`config.mk`:
```
export PLATFORM = sky130hd
export DESIGN_NAME = cache_ctr_regs
export DESIGN_NICKNAME = d
export VERILOG_FILES = /design/src/rtl/cache_ctr_regs.sv
export SDC_FILE = /design/constraint.sdc
export NUM_CORES = 1
export LEC_CHECK = 0
export BUFFER_PORTS_ARGS = -buffer_cell sky130_fd_sc_hd__buf_2
export CAP_MARGIN = 20
export CORE_ASPECT_RATIO = 1.25
export CORE_MARGIN = 8
export CORE_UTILIZATION = 35
export DETAILED_ROUTE_END_ITERATION = 6
export HOLD_SLACK_MARGIN = 0.12
export PLACE_DENSITY = 0.55
export RECOVER_POWER = 100
export SLEW_MARGIN = 15
export SYNTH_ARGS = -nofsm -noshare
export SYNTH_HDL_FRONTEND = slang
export SYNTH_SLANG_ARGS = --single-unit
export TNS_END_PERCENT = 100
```
`constraint.sdc`:
```
create_clock -name clk -period 6.4 [get_ports clk]
set_clock_uncertainty 0.15 [all_clocks]
set_input_delay 1.28 -clock clk [delete_from_list [all_inputs] [get_ports clk]]
set_output_delay 1.28 -clock clk [all_outputs]
set_load 0.005 [all_outputs]
```
`src/rtl/cache_ctr_regs.sv`:
```
// Data-cache control/status registers: IO region table, global enable and
// a small command sequencer that issues init/wb/clear to the cache controller.

`ifndef CACHE_CTR_CMD_NOP
`define CACHE_CTR_CMD_NOP   3'd0
`endif
`ifndef CACHE_CTR_CMD_INIT
`define CACHE_CTR_CMD_INIT  3'd1
`endif
`ifndef CACHE_CTR_CMD_CLEAR
`define CACHE_CTR_CMD_CLEAR 3'd2
`endif
`ifndef CACHE_CTR_CMD_WB
`define CACHE_CTR_CMD_WB    3'd3
`endif

module cache_ctr_region #(
  parameter int BW = 22
) (
  input  logic          valid,
  input  logic [BW-1:0] low,
  input  logic [BW-1:0] high,
  input  logic [BW-1:0] addr,
  output logic          hit
);
  // An inverted range (low > high) can never satisfy both bounds.
  assign hit = valid && (addr >= low) && (addr <= high);
endmodule

module cache_ctr_regs #(
  parameter int REGION_NUM   = 4,
  parameter int GRAN_BITS    = 10,
  parameter bit IO_MSB_FORCE = 1'b1
) (
  input  logic        clk,
  input  logic        rest,
  input  logic [31:0] s0_address,
  input  logic [3:0]  s0_byteEnable,
  input  logic        s0_read,
  output logic [31:0] s0_readData,
  input  logic        s0_write,
  input  logic [31:0] s0_writeData,
  output logic        s0_waitRequest,
  output logic        s0_readDataValid,
  input  logic [31:0] address,
  output logic        isIOAddrBlock,
  output logic        isEnableCache,
  output logic [2:0]  cmd,
  input  logic        cmd_ready
);
  localparam int AW = $clog2(8 + 8*REGION_NUM);
  localparam int NW = AW - 2;
  localparam int BW = 32 - GRAN_BITS;

  localparam logic [2:0] CMD_NOP   = `CACHE_CTR_CMD_NOP;
  localparam logic [2:0] CMD_INIT  = `CACHE_CTR_CMD_INIT;
  localparam logic [2:0] CMD_CLEAR = `CACHE_CTR_CMD_CLEAR;
  localparam logic [2:0] CMD_WB    = `CACHE_CTR_CMD_WB;

  typedef enum logic {ST_WAIT, ST_IDLE} state_t;

  state_t                         state;
  logic                           en, pend_wb, pend_clr, done;
  logic [REGION_NUM-1:0]          rvalid;
  logic [REGION_NUM-1:0][BW-1:0]  low_bnd, high_bnd;
  logic [REGION_NUM-1:0]          hit;
  logic [NW-1:0]                  widx;
  logic [31:0]                    rdata;
  logic                           ctrl_wr, stat_wr;
  logic                           wb_set, clr_set, take_wb, take_clr, done_set;
  logic                           unused_ok;

  assign widx    = s0_address[AW-1:2];
  assign ctrl_wr = s0_write && (widx == NW'(0));
  assign stat_wr = s0_write && (widx == NW'(1));

  assign wb_set   = ctrl_wr && s0_writeData[17];
  // Dropping EN invalidates the cache contents, so it implies a clear.
  assign clr_set  = ctrl_wr && (s0_writeData[18] || (en && !s0_writeData[16]));
  assign take_wb  = (state == ST_IDLE) && pend_wb;
  assign take_clr = (state == ST_IDLE) && !pend_wb && pend_clr;
  assign done_set = (state == ST_WAIT) && cmd_ready;

  assign s0_waitRequest = 1'b0;
  assign isEnableCache  = en;

  genvar g;
  generate
    for (g = 0; g < REGION_NUM; g++) begin : g_rgn
      cache_ctr_region #(.BW(BW)) u_rgn (
        .valid (rvalid[g]),
        .low   (low_bnd[g]),
        .high  (high_bnd[g]),
        .addr  (address[31:GRAN_BITS]),
        .hit   (hit[g])
      );
    end
  endgenerate

  assign isIOAddrBlock = (IO_MSB_FORCE && address[31]) || (|hit);

  always_comb begin
    rdata = '0;
    if (widx == NW'(0))
      rdata[16] = en;
    else if (widx == NW'(1))
      rdata = {25'd0, cmd, pend_clr, pend_wb, done, (state != ST_IDLE)};
    for (int i = 0; i < REGION_NUM; i++) begin
      if (widx == NW'(2 + 2*i)) rdata = {low_bnd[i], {(GRAN_BITS-1){1'b0}}, rvalid[i]};
      if (widx == NW'(3 + 2*i)) rdata = {high_bnd[i], {GRAN_BITS{1'b0}}};
    end
  end

  always_ff @(posedge clk) begin
    if (rest) begin
      s0_readData      <= '0;
      s0_readDataValid <= 1'b0;
    end else begin
      s0_readDataValid <= s0_read;
      if (s0_read) s0_readData <= rdata;
    end
  end

  always_ff @(posedge clk) begin
    if (rest) begin
      rvalid   <= '0;
      low_bnd  <= '0;
      high_bnd <= '0;
    end else begin
      for (int i = 0; i < REGION_NUM; i++) begin
        if (s0_write && widx == NW'(2 + 2*i)) begin
          low_bnd[i] <= s0_writeData[31:GRAN_BITS];
          rvalid[i]  <= s0_writeData[0];
        end
        if (s0_write && widx == NW'(3 + 2*i))
          high_bnd[i] <= s0_writeData[31:GRAN_BITS];
      end
    end
  end

  // Request bits: a new request in the consume cycle survives (set wins).
  always_ff @(posedge clk) begin
    if (rest) begin
      state    <= ST_WAIT;
      cmd      <= CMD_INIT;
      en       <= 1'b1;
      pend_wb  <= 1'b0;
      pend_clr <= 1'b0;
      done     <= 1'b0;
    end else begin
      if (ctrl_wr) en <= s0_writeData[16];
      pend_wb  <= wb_set  || (pend_wb  && !take_wb);
      pend_clr <= clr_set || (pend_clr && !take_clr);
      done     <= done_set || (done && !(stat_wr && s0_writeData[1]));
      case (state)
        ST_IDLE: begin
          if (pend_wb) begin
            cmd   <= CMD_WB;
            state <= ST_WAIT;
          end else if (pend_clr) begin
            cmd   <= CMD_CLEAR;
            state <= ST_WAIT;
          end else begin
            cmd <= CMD_NOP;
          end
        end
        default: begin
          if (cmd_ready) begin
            cmd   <= CMD_NOP;
            state <= ST_IDLE;
          end
        end
      endcase
    end
  end

  assign unused_ok = ^{s0_byteEnable, s0_address, s0_writeData, address};
endmodule

```
* Yosys cells after proc, flatten, opt, wreduce, memory -nomap -nowiden
Cells that the tools add are included.
** Word-level totals
- Flip-flop bits (word level) :: 221
- Input bits :: 105
- Output and inout bits :: 39
** Cells by class
- Magnitude comparators :: 8
- Equality and inequality tests :: 9
- Muxes and demuxes :: 19
- Bitwise gates (word level) :: 1
- Reduce and logical (&&, ||, !) cells :: 42
** Operators with widths (number)
- 32-bit two-way mux :: 8
- 22-bit greater-or-equal comparator :: 4
- 22-bit less-or-equal comparator :: 4
- 1-bit logical AND :: 29
- 4-bit by 3-bit == test with 1-bit output, second input constant :: 4
- 7-bit two-way mux :: 2
- 4-bit by 2-bit == test with 1-bit output, second input constant :: 2
- 4-bit == test, second input constant :: 2
- 3-bit two-way mux :: 2
- 1-bit logical NOT :: 5
- 1-bit logical OR :: 5
- 1-bit two-way mux :: 5
- 4-bit by 1-bit == test with 1-bit output, second input constant :: 1
- 4-bit logical NOT :: 1
- 2-bit two-way mux :: 2
- 4-bit OR reduction :: 1
- 2-bit nonzero test :: 1
- 1-bit NOT :: 1

* Longest topological paths before layout
Gate-level depths: netlist (run 1).
- Depth in word-level cells :: 11
- Gate-level depth with buffers :: 9
- Depth with buffers taken out :: 9

* By module
Synthesis (run 1) repeated with hierarchy kept, for this count alone.
** Unflattened totals
- Cell total of the unflattened synthesis :: 1824
- Area, all modules :: 13838.3 um2
** Modules (own cells, without submodules)
- cache_ctr_regs :: times used 1, cells each 1200, area an instance 9414.0 um2
- cache_ctr_region :: times used 4, cells each 156, area an instance 1106.1 um2

* Worst setup path before layout (run 1)
No wires, ideal clock.
- Kind :: input -> output
- Start point :: input port address[23]
- End point :: output port isIOAddrBlock
- Arrival :: 2.632 ns
- Data required time :: 4.970 ns
- Slack :: 2.338 ns
- Stages on the path :: 8
- Buffers on the path :: 0
- Cells stage by stage :: ha_1 -> a21oi_1 -> o21ai_0 -> a221oi_1 -> nor2_1 -> nor4_1 -> o221ai_1 -> nand4_1
** On the way
- Longest elaborated chain between the ends :: 5
- Elaborated cells between the ends (all ways) :: 18
- Those cells by class :: 8 x order compare; 10 x reduce/logical
** RTL lines
- from (decl) :: RTL line 45 : input logic [31:0] address,
- 22-bit greater-or-equal comparator :: RTL line 27 : assign hit = valid && (addr >= low) && (addr <= high);
- 1-bit logical AND (2 in a row) :: RTL line 27
- 4-bit OR reduction (*) :: RTL line 100 : assign isIOAddrBlock = (IO_MSB_FORCE && address[31]) || (|hit);
- 1-bit logical OR (*) :: RTL line 100
- to (decl) :: RTL line 46 : output logic isIOAddrBlock,
Mark *: on every way between the ends. The rest lies on a longest branch, timed or not.

* Final worst setup path (run 1)
- Start point :: input port s0_address[3]
- End point :: register low_bnd[14] (netlist bit)
** On the way
- Longest elaborated chain between the ends :: 2
** RTL lines
- from (decl) :: RTL line 37 : input logic [31:0] s0_address,
- 4-bit by 2-bit == test with 1-bit output :: RTL line 131 : if (s0_write && widx == NW'(2 + 2*i)) begin
- 1-bit logical AND :: RTL line 131
- to (signal, indexed assignment) :: RTL line 132 : low_bnd[i] <= s0_writeData[31:GRAN_BITS];
- to (decl) :: RTL line 65 : logic [REGION_NUM-1:0][BW-1:0] low_bnd, high_bnd;
No other way between the ends.
A chain may end at the register's enable or synchronous reset.

==> implementation parameters, run 1 <==
Parameter                              Value

Critical path
  Worst R2R Path Depth ... 4
  Worst setup slack for register-to-register paths ... 4.53 ns
  Cell with the largest stage delay on the worst path ... clkbuf_1
  Element type at the critical path start ... input port
  Worst Path Class, Setup ... input port to flop
  Worst Path Arrival ... 5.51 ns
  Startpoint of the worst setup timing path ... s0_address[3]
  Cell mode on critical path ... clkbuf_1
  Critical R2R Launch ... high_bnd[33]$_SDFFE_PP0P_
  CP peak stage delay ... 1.44 ns
  Largest fanout of any net on the critical path ... 25
  Crit Reg-Reg Endpoint ... s0_readData[21]$_SDFFE_PP0P_
  Required time at the worst-slack endpoint ... 6.51 ns
  Endpoint type of the worst setup path ... flop
  Cell Chain, Critical Path ... clkbuf_1 > nand2b_1 > nor3_4 > clkbuf_1 > nand2_1 > clkbuf_1 > nand2_1 > a21oi_1

Cells and area
  Final-stage net count ... 2042
  Commonest cells after routing, fill and taps aside ... nand2_1, a21oi_1, dfxtp_1
  Share of cells above drive strength 1 ... 0.0669
  Most common cell after layout, fill and taps aside ... nand2_1
  Area added between synthesis and finish ... 10.8%

Timing
  Final setup violation count ... 0
  Share of the clock period used by the worst path after layout ... 0.844
  Relative slew slack ... -1.34
  Slew Viols, Final ... 344
  RSZ-0062 raised after global routing ... false
  Final critical path time including I/O delays and setup ... 5.40 ns
  Hold violation total from the final report ... 0
  Total negative setup slack ... 0 ns
  Slew @ Worst Pin ... 3.51 ns
  Fmax ... 185 MHz

CTS
  Num Clock Sinks ... 216
  Total CTS buffers ... 25
  Hold buffer count at CTS ... 0
  TritonCTS clock tree ... yes
  Number of buffers added for setup after CTS ... 0
  Post-CTS clock slew at the launch and capture registers of the worst setup and hold paths ... 0.06 ns
  Buffer depth of the longest clock path ... 3
  Gates resized, CTS repair ... 0
  Cell at the root of the clock tree ... clkbuf_16
  Worst-skew pair later-pin latency ... 0.55 ns
  CTS H-Tree Depth ... 1

Power and ir drop
  Sequential cell fraction of total power ... 0.434
  Cell internal pwr ... 2.33 mW
  Combinational power share ... 0.113
  Net Sw Power ... 0.867 mW
  Power density relative to cell area ... 222 mW/mm²
  Fraction of power spent switching nets ... 0.271
  Peak VDD IR ... 0.000216 V
  Leak Pwr ... 5.04 nW
  Tot Pwr ... 3.20 mW
  Clock network power share ... 0.453

Global routing
  Wire length of the first global-routing pass ... 74000 µm
  Largest net degree at the start of global routing ... 77
  GR Util All Layers ... 0.221
  Number of global-route vias before repair ... 12047
  Leftover overflow at the end of global routing ... 0
  Initial antenna violation count ... 3

Yosys
  Yosys synthesis warning count ... 0
  Share of Yosys cell area claimed by the top area cell type ... 0.332
  Synthesized instance count ... 1731
  Flops & latches, synth ... 216
  Cell area after synthesis ... 0.0130 mm²
  Share of synthesized area occupied by flip-flops and latches ... 0.332
  Count of cell types in the netlist ... 48
  Synth area leaders ... dfxtp_1, ha_1, nand2_1, a21oi_1, inv_1
  Number of enable-type register cells in the synthesized netlist ... 0
  Asr flop ratio synth ... 0
  Cell taking the most area after synthesis ... dfxtp_1
  Synth Flop Type ... dfxtp_1
  Synth Area per Inst ... 7.52 µm²

Routing
  # DRC ... 0
  Wire per inst ... 21.9 µm
  Via total after detailed routing ... 12361
  Detail-routed via count per cell ... 5.45
  Final routed wirelength across all metal layers ... 49700 µm
  Count of TritonRoute iterations in the first routing pass ... 6
  Iteration-0 DRC Markers ... 934
  Residual antenna-violating net count after detailed routing ... 0

Run status
  Result of the run ... finished, violations left
  Violations in the final reports ... capacitance limit, slew limit

Min path
  End of the worst hold path ... low_bnd[87]$_SDFFE_PP0P_
  Hold path start ... low_bnd[87]$_SDFFE_PP0P_
  Path class of the lowest-slack min-delay path ... flop to flop
  WHS Path Cells ... 2

Floorplanning
  Die X-Extent ... 188 µm
  Die height ... 232 µm
  Initial standard-cell utilization of the core ... 0.352
  Number of top-level design ports ... 144
  CORE AREA ... 0.0370 mm²
  Count of standard-cell rows ... 79
  DIE AREA ... 0.0437 mm²

Place
  Placed wire-length estimate ... 35600 µm
  Global placer's final weighted congestion ... 0.943
  Count of input and output buffers ... 87

Job
  Max-capacitance violation count ... 9
## power by group through the flow
| stage | clock, mW | combinational [mW] | sequential, mW |
|---|---|---|---|
| after floorplan | 0 | 0.227 | 1.41 |
| after global placement | 0 | 0.354 | 1.42 |
| after detailed placement | 0 | 0.362 | 1.42 |
| after CTS | 1.47 | 0.365 | 1.39 |
| after global routing | 1.52 | 0.401 | 1.39 |
| final | 1.45 | 0.361 | 1.39 |
## cell usage after synthesis, drive strengths merged (4+ instances only)
library cell and n:
nand4 29, and4 4, dfxtp 216, a22oi 48, ha 176, nand3 39
nor2 56, a221oi 5, a21o 18, o21ai 30, nand2b 8, o211ai 4
a222oi 20, a211oi 33, nor2b 12, nand2 412, a21oi 271, nor3 14
buf 60, clkbuf 54, inv 179, and2 8
## area by class of cell
type                    instances  area, µm²
inverters                     179        672
flip-flops and latches        216       4320
repair buffers                112        547
diodes                          2       5.00
clock buffers                  35        703
clock inverters                 9       98.8
fillers                      3935      22600
multi-input cells            1227       7460
well taps                     486        608
## worst max path at each step
stage	end	slack, ns	cells after the start
floorplan	isIOAddrBlock	2.34	8
global placement	isIOAddrBlock	1.32	11
detailed placement	isIOAddrBlock	1.29	11
CTS	isIOAddrBlock	1.28	11
global route	low_bnd[14]$_SDFFE_PP0P_	0.99	8
finish	low_bnd[14]$_SDFFE_PP0P_	1.00	8
## cell families after synthesis
logic type,share of synthesized area
simple gates,0.195
compound gates,0.209
buf+inv,0.0947
flops,0.332
fa+ha+maj,0.169
other cells,0.000288
## flip-flops by register name, summed over array words and instances (netlist names)
| register | count |
|---|---|
| low_bnd | 88 |
| state | 1 |
| done | 1 |
| cmd | 2 |
| high_bnd | 88 |
| pend_wb | 1 |
| pend_clr | 1 |
| s0_readData | 28 |
| rvalid | 4 |
| s0_readDataValid | 1 |
| isEnableCache | 1 |
## critical path: cells and delay by family
kind / cells / cell delay [ns]
simple gates: 4 / 1.66
buf+inv: 3 / 2.47
compound gates: 1 / 0.07
## metal layers
layer  share of wire  wire length (µm)  vias to the layer above  track usage
met1            0.37             18400                     5815        0.244
met3           0.055              2750                      142       0.0203
met5               0                 0                        -            0
li1                -                 -                     5956            -
met2            0.51             25200                      448        0.401
met4           0.066              3310                        0        0.141
## through the flow
| stage | instances | util | hold WS, ns | setup slack [ns] | cell area (µm²) |
|---|---|---|---|---|---|
| after floorplan | 1736 | - | 0.286 | 2.34 | 13000 |
| after global placement | 2219 | 0.372 | 0.292 | 1.32 | 13700 |
| after detailed placement | 2220 | 0.372 | 0.297 | 1.29 | 13800 |
| after CTS | 2264 | 0.394 | 0.305 | 1.28 | 14600 |
| after global routing | 2266 | 0.390 | 0.322 | 0.992 | 14400 |
| final | 2266 | 0.390 | 0.306 | 1.00 | 14400 |
(Power assumes the default switching activity.)
==> run 2: changes to the inputs <==
clock period = 5 ns   (was 6.4 ns; I/O delays follow)
==> implementation parameters, run 2 (synthesized netlist as in run 1, its figures left out) <==
Parameter                              Value

Run status
  Result of the run ... finished, violations left (unchanged)
  Violations in the final reports ... capacitance limit, slew limit (unchanged)

Critical path
  Endpoint type of the worst setup path ... flop (unchanged)
  Element type at the critical path start ... input port (unchanged)
  Largest fanout of any net on the critical path ... 15 (was 25)
  Worst setup slack for register-to-register paths ... 3.13 ns (was 4.53 ns)
  Required time at the worst-slack endpoint ... 5.28 ns (was 6.51 ns)
  Worst Path Class, Setup ... input port to flop (unchanged)
  Worst Path Arrival ... 4.91 ns (was 5.51 ns)

CTS
  Total CTS buffers ... 27 (was 25)
  Number of buffers added for setup after CTS ... 0 (unchanged)
  Hold buffer count at CTS ... 0 (unchanged)
  Gates resized, CTS repair ... 0 (unchanged)
  CTS H-Tree Depth ... 1 (unchanged)
  Post-CTS clock slew at the launch and capture registers of the worst setup and hold paths ... 0.06 ns (about the same)
  Worst-skew pair later-pin latency ... 0.56 ns (was 0.55 ns)
  Cell at the root of the clock tree ... clkbuf_16 (unchanged)
  TritonCTS clock tree ... yes (unchanged)
  Num Clock Sinks ... 216 (unchanged)
  Buffer depth of the longest clock path ... 3 (unchanged)

Power and ir drop
  Peak VDD IR ... 0.000295 V (was 0.000216 V)
  Leak Pwr ... 5.19 nW (was 5.04 nW)
  Power density relative to cell area ... 289 mW/mm² (was 222 mW/mm²)

Place
  Count of input and output buffers ... 87 (unchanged)
  Global placer's final weighted congestion ... 0.938 (was 0.943)
  Total instance count after detailed placement ... 2232 (was 2220)
  Placed wire-length estimate ... 36100 µm (was 35600 µm)

Floorplanning
  CORE AREA ... 0.0370 mm² (unchanged)
  Number of top-level design ports ... 144 (unchanged)
  DIE AREA ... 0.0437 mm² (unchanged)
  Die X-Extent ... 188 µm (unchanged)
  Die height ... 232 µm (unchanged)
  Count of standard-cell rows ... 79 (unchanged)
  Initial standard-cell utilization of the core ... 0.352 (unchanged)

Timing
  Relative slew slack ... -0.666 (was -1.34)
  Hold violation total from the final report ... 0 (unchanged)
  Fmax ... 216 MHz
  Share of the clock period used by the worst path after layout ... 0.925
  RSZ-0062 raised after global routing ... false (unchanged)
  Slew @ Worst Pin ... 2.50 ns (was 3.51 ns)
  Final setup violation count ... 0 (unchanged)
  Slew Viols, Final ... 223 (was 344)
  Total negative setup slack ... 0 ns (unchanged)
  Final worst hold slack ... 0.306 ns (about the same)
  Final critical path time including I/O delays and setup ... 4.62 ns

Global routing
  GR Util All Layers ... 0.222 (was 0.221)
  Number of global-route vias before repair ... 12192 (was 12047)
  Leftover overflow at the end of global routing ... 0 (unchanged)
  Wire length of the first global-routing pass ... 74600 µm (was 74000 µm)
  Initial antenna violation count ... 3 (unchanged)
  Largest net degree at the start of global routing ... 115 (was 77)

Routing
  Iteration-0 DRC Markers ... 843 (was 934)
  Detail-routed via count per cell ... 5.39 (was 5.45)
  # DRC ... 0 (unchanged)
  Residual antenna-violating net count after detailed routing ... 0 (unchanged)
  Via total after detailed routing ... 12323 (was 12361)
  Final routed wirelength across all metal layers ... 49500 µm (was 49700 µm)
  Wire per inst ... 21.7 µm (was 21.9 µm)
  Count of TritonRoute iterations in the first routing pass ... 6 (unchanged)

Cells and area
  Commonest cells after routing, fill and taps aside ... nand2_1, a21oi_1, dfxtp_1 (unchanged)
  Fin util ... 0.397 (was 0.390)
  Share of cells above drive strength 1 ... 0.0830 (was 0.0669)
  Number of standard cells in the final layout excluding fillers ... 2286 (was 2266)
  Filler Cells Inserted ... 3904 (was 3935)
  Area added between synthesis and finish ... 12.6% (was 10.8%)
  Most common cell after layout, fill and taps aside ... nand2_1 (unchanged)
  Registers with the most flip-flops ... high_bnd (88), low_bnd (88), s0_readData (28) (unchanged)
  Final-stage net count ... 2057 (was 2042)

Min path
  Path class of the lowest-slack min-delay path ... flop to flop (unchanged)

Job
  Max-capacitance violation count ... 4 (was 9)
==> run 2: changes by cell type in the layout (fill, tap and decap cells not counted), sizes merged <==
cell      previous run  this run
clkbuf              69        64
clkinvlp             0         2
buf                 78        98
diode                2         4
clkinv               6         7
==> run 2: metrics by stage <==
step | total power [mW] | setup WS (ns) | area (µm²)
6_report | 4.24 | 0.377 | 14700
5_1_grt | 4.41 | 0.245 | 14700
4_1_cts | 4.27 | 0.490 | 14700
3_5_place_dp | 2.28 | 0.498 | 13800
3_3_place_gp | 2.27 | 0.485 | 13800
2_1_floorplan | 2.10 | 1.50 | 13000
==> run 2: worst max-delay path: stages <==
cell and delay, ns:
clkbuf_1 0.50, nand2b_1 0.20, nor2_1 0.85, clkbuf_1 0.93, and2_0 0.27, clkbuf_1 0.85
nand2_1 0.12, a21oi_1 0.18
==> run 2: path summary, 6_finish.rpt <==
kind | startpoint | cells past startpoint | to
setup / recovery | s0_address[3] | 8 | low_bnd[62]$_SDFFE_PP0P_
hold / removal | low_bnd[87]$_SDFFE_PP0P_ | 2 | low_bnd[87]$_SDFFE_PP0P_
hold reg to reg | low_bnd[87]$_SDFFE_PP0P_ | 2 | low_bnd[87]$_SDFFE_PP0P_
setup reg to reg | high_bnd[35]$_SDFFE_PP0P_ | 4 | s0_readData[23]$_SDFFE_PP0P_
==> run 2: final cells by class <==
cell class | instances | area (µm²) | share of cell area
clock buffer | 37 | 773 | 0.0527
antenna | 4 | 10.0 | 0.000683
sequential | 216 | 4320 | 0.295
clock inverter | 12 | 126 | 0.00862
tap | 486 | 608 | 0.0415
multi-input combinational | 1227 | 7480 | 0.510
timing repair buffer | 125 | 666 | 0.0454
inverter | 179 | 672 | 0.0458
==> run 2: power breakdown <==
part / total, mW / switching [mW] / internal (mW)
Clock: 2.00 / 0.815 / 1.18
Combinational: 0.469 / 0.313 / 0.156
Sequential: 1.78 / 0.0231 / 1.75
Total: 4.24 / 1.15 / 3.09
==> run 2: metal layers <==
| metal | up-vias | part of all wire | GRT usage |
|---|---|---|---|
| li1 | 5994 | - | - |
| met1 | 5813 | 0.38 | 0.253 |
| met2 | 395 | 0.50 | 0.400 |
| met3 | 121 | 0.052 | 0.0226 |
| met4 | 0 | 0.060 | 0.126 |
| met5 | - | 0 | 0 |
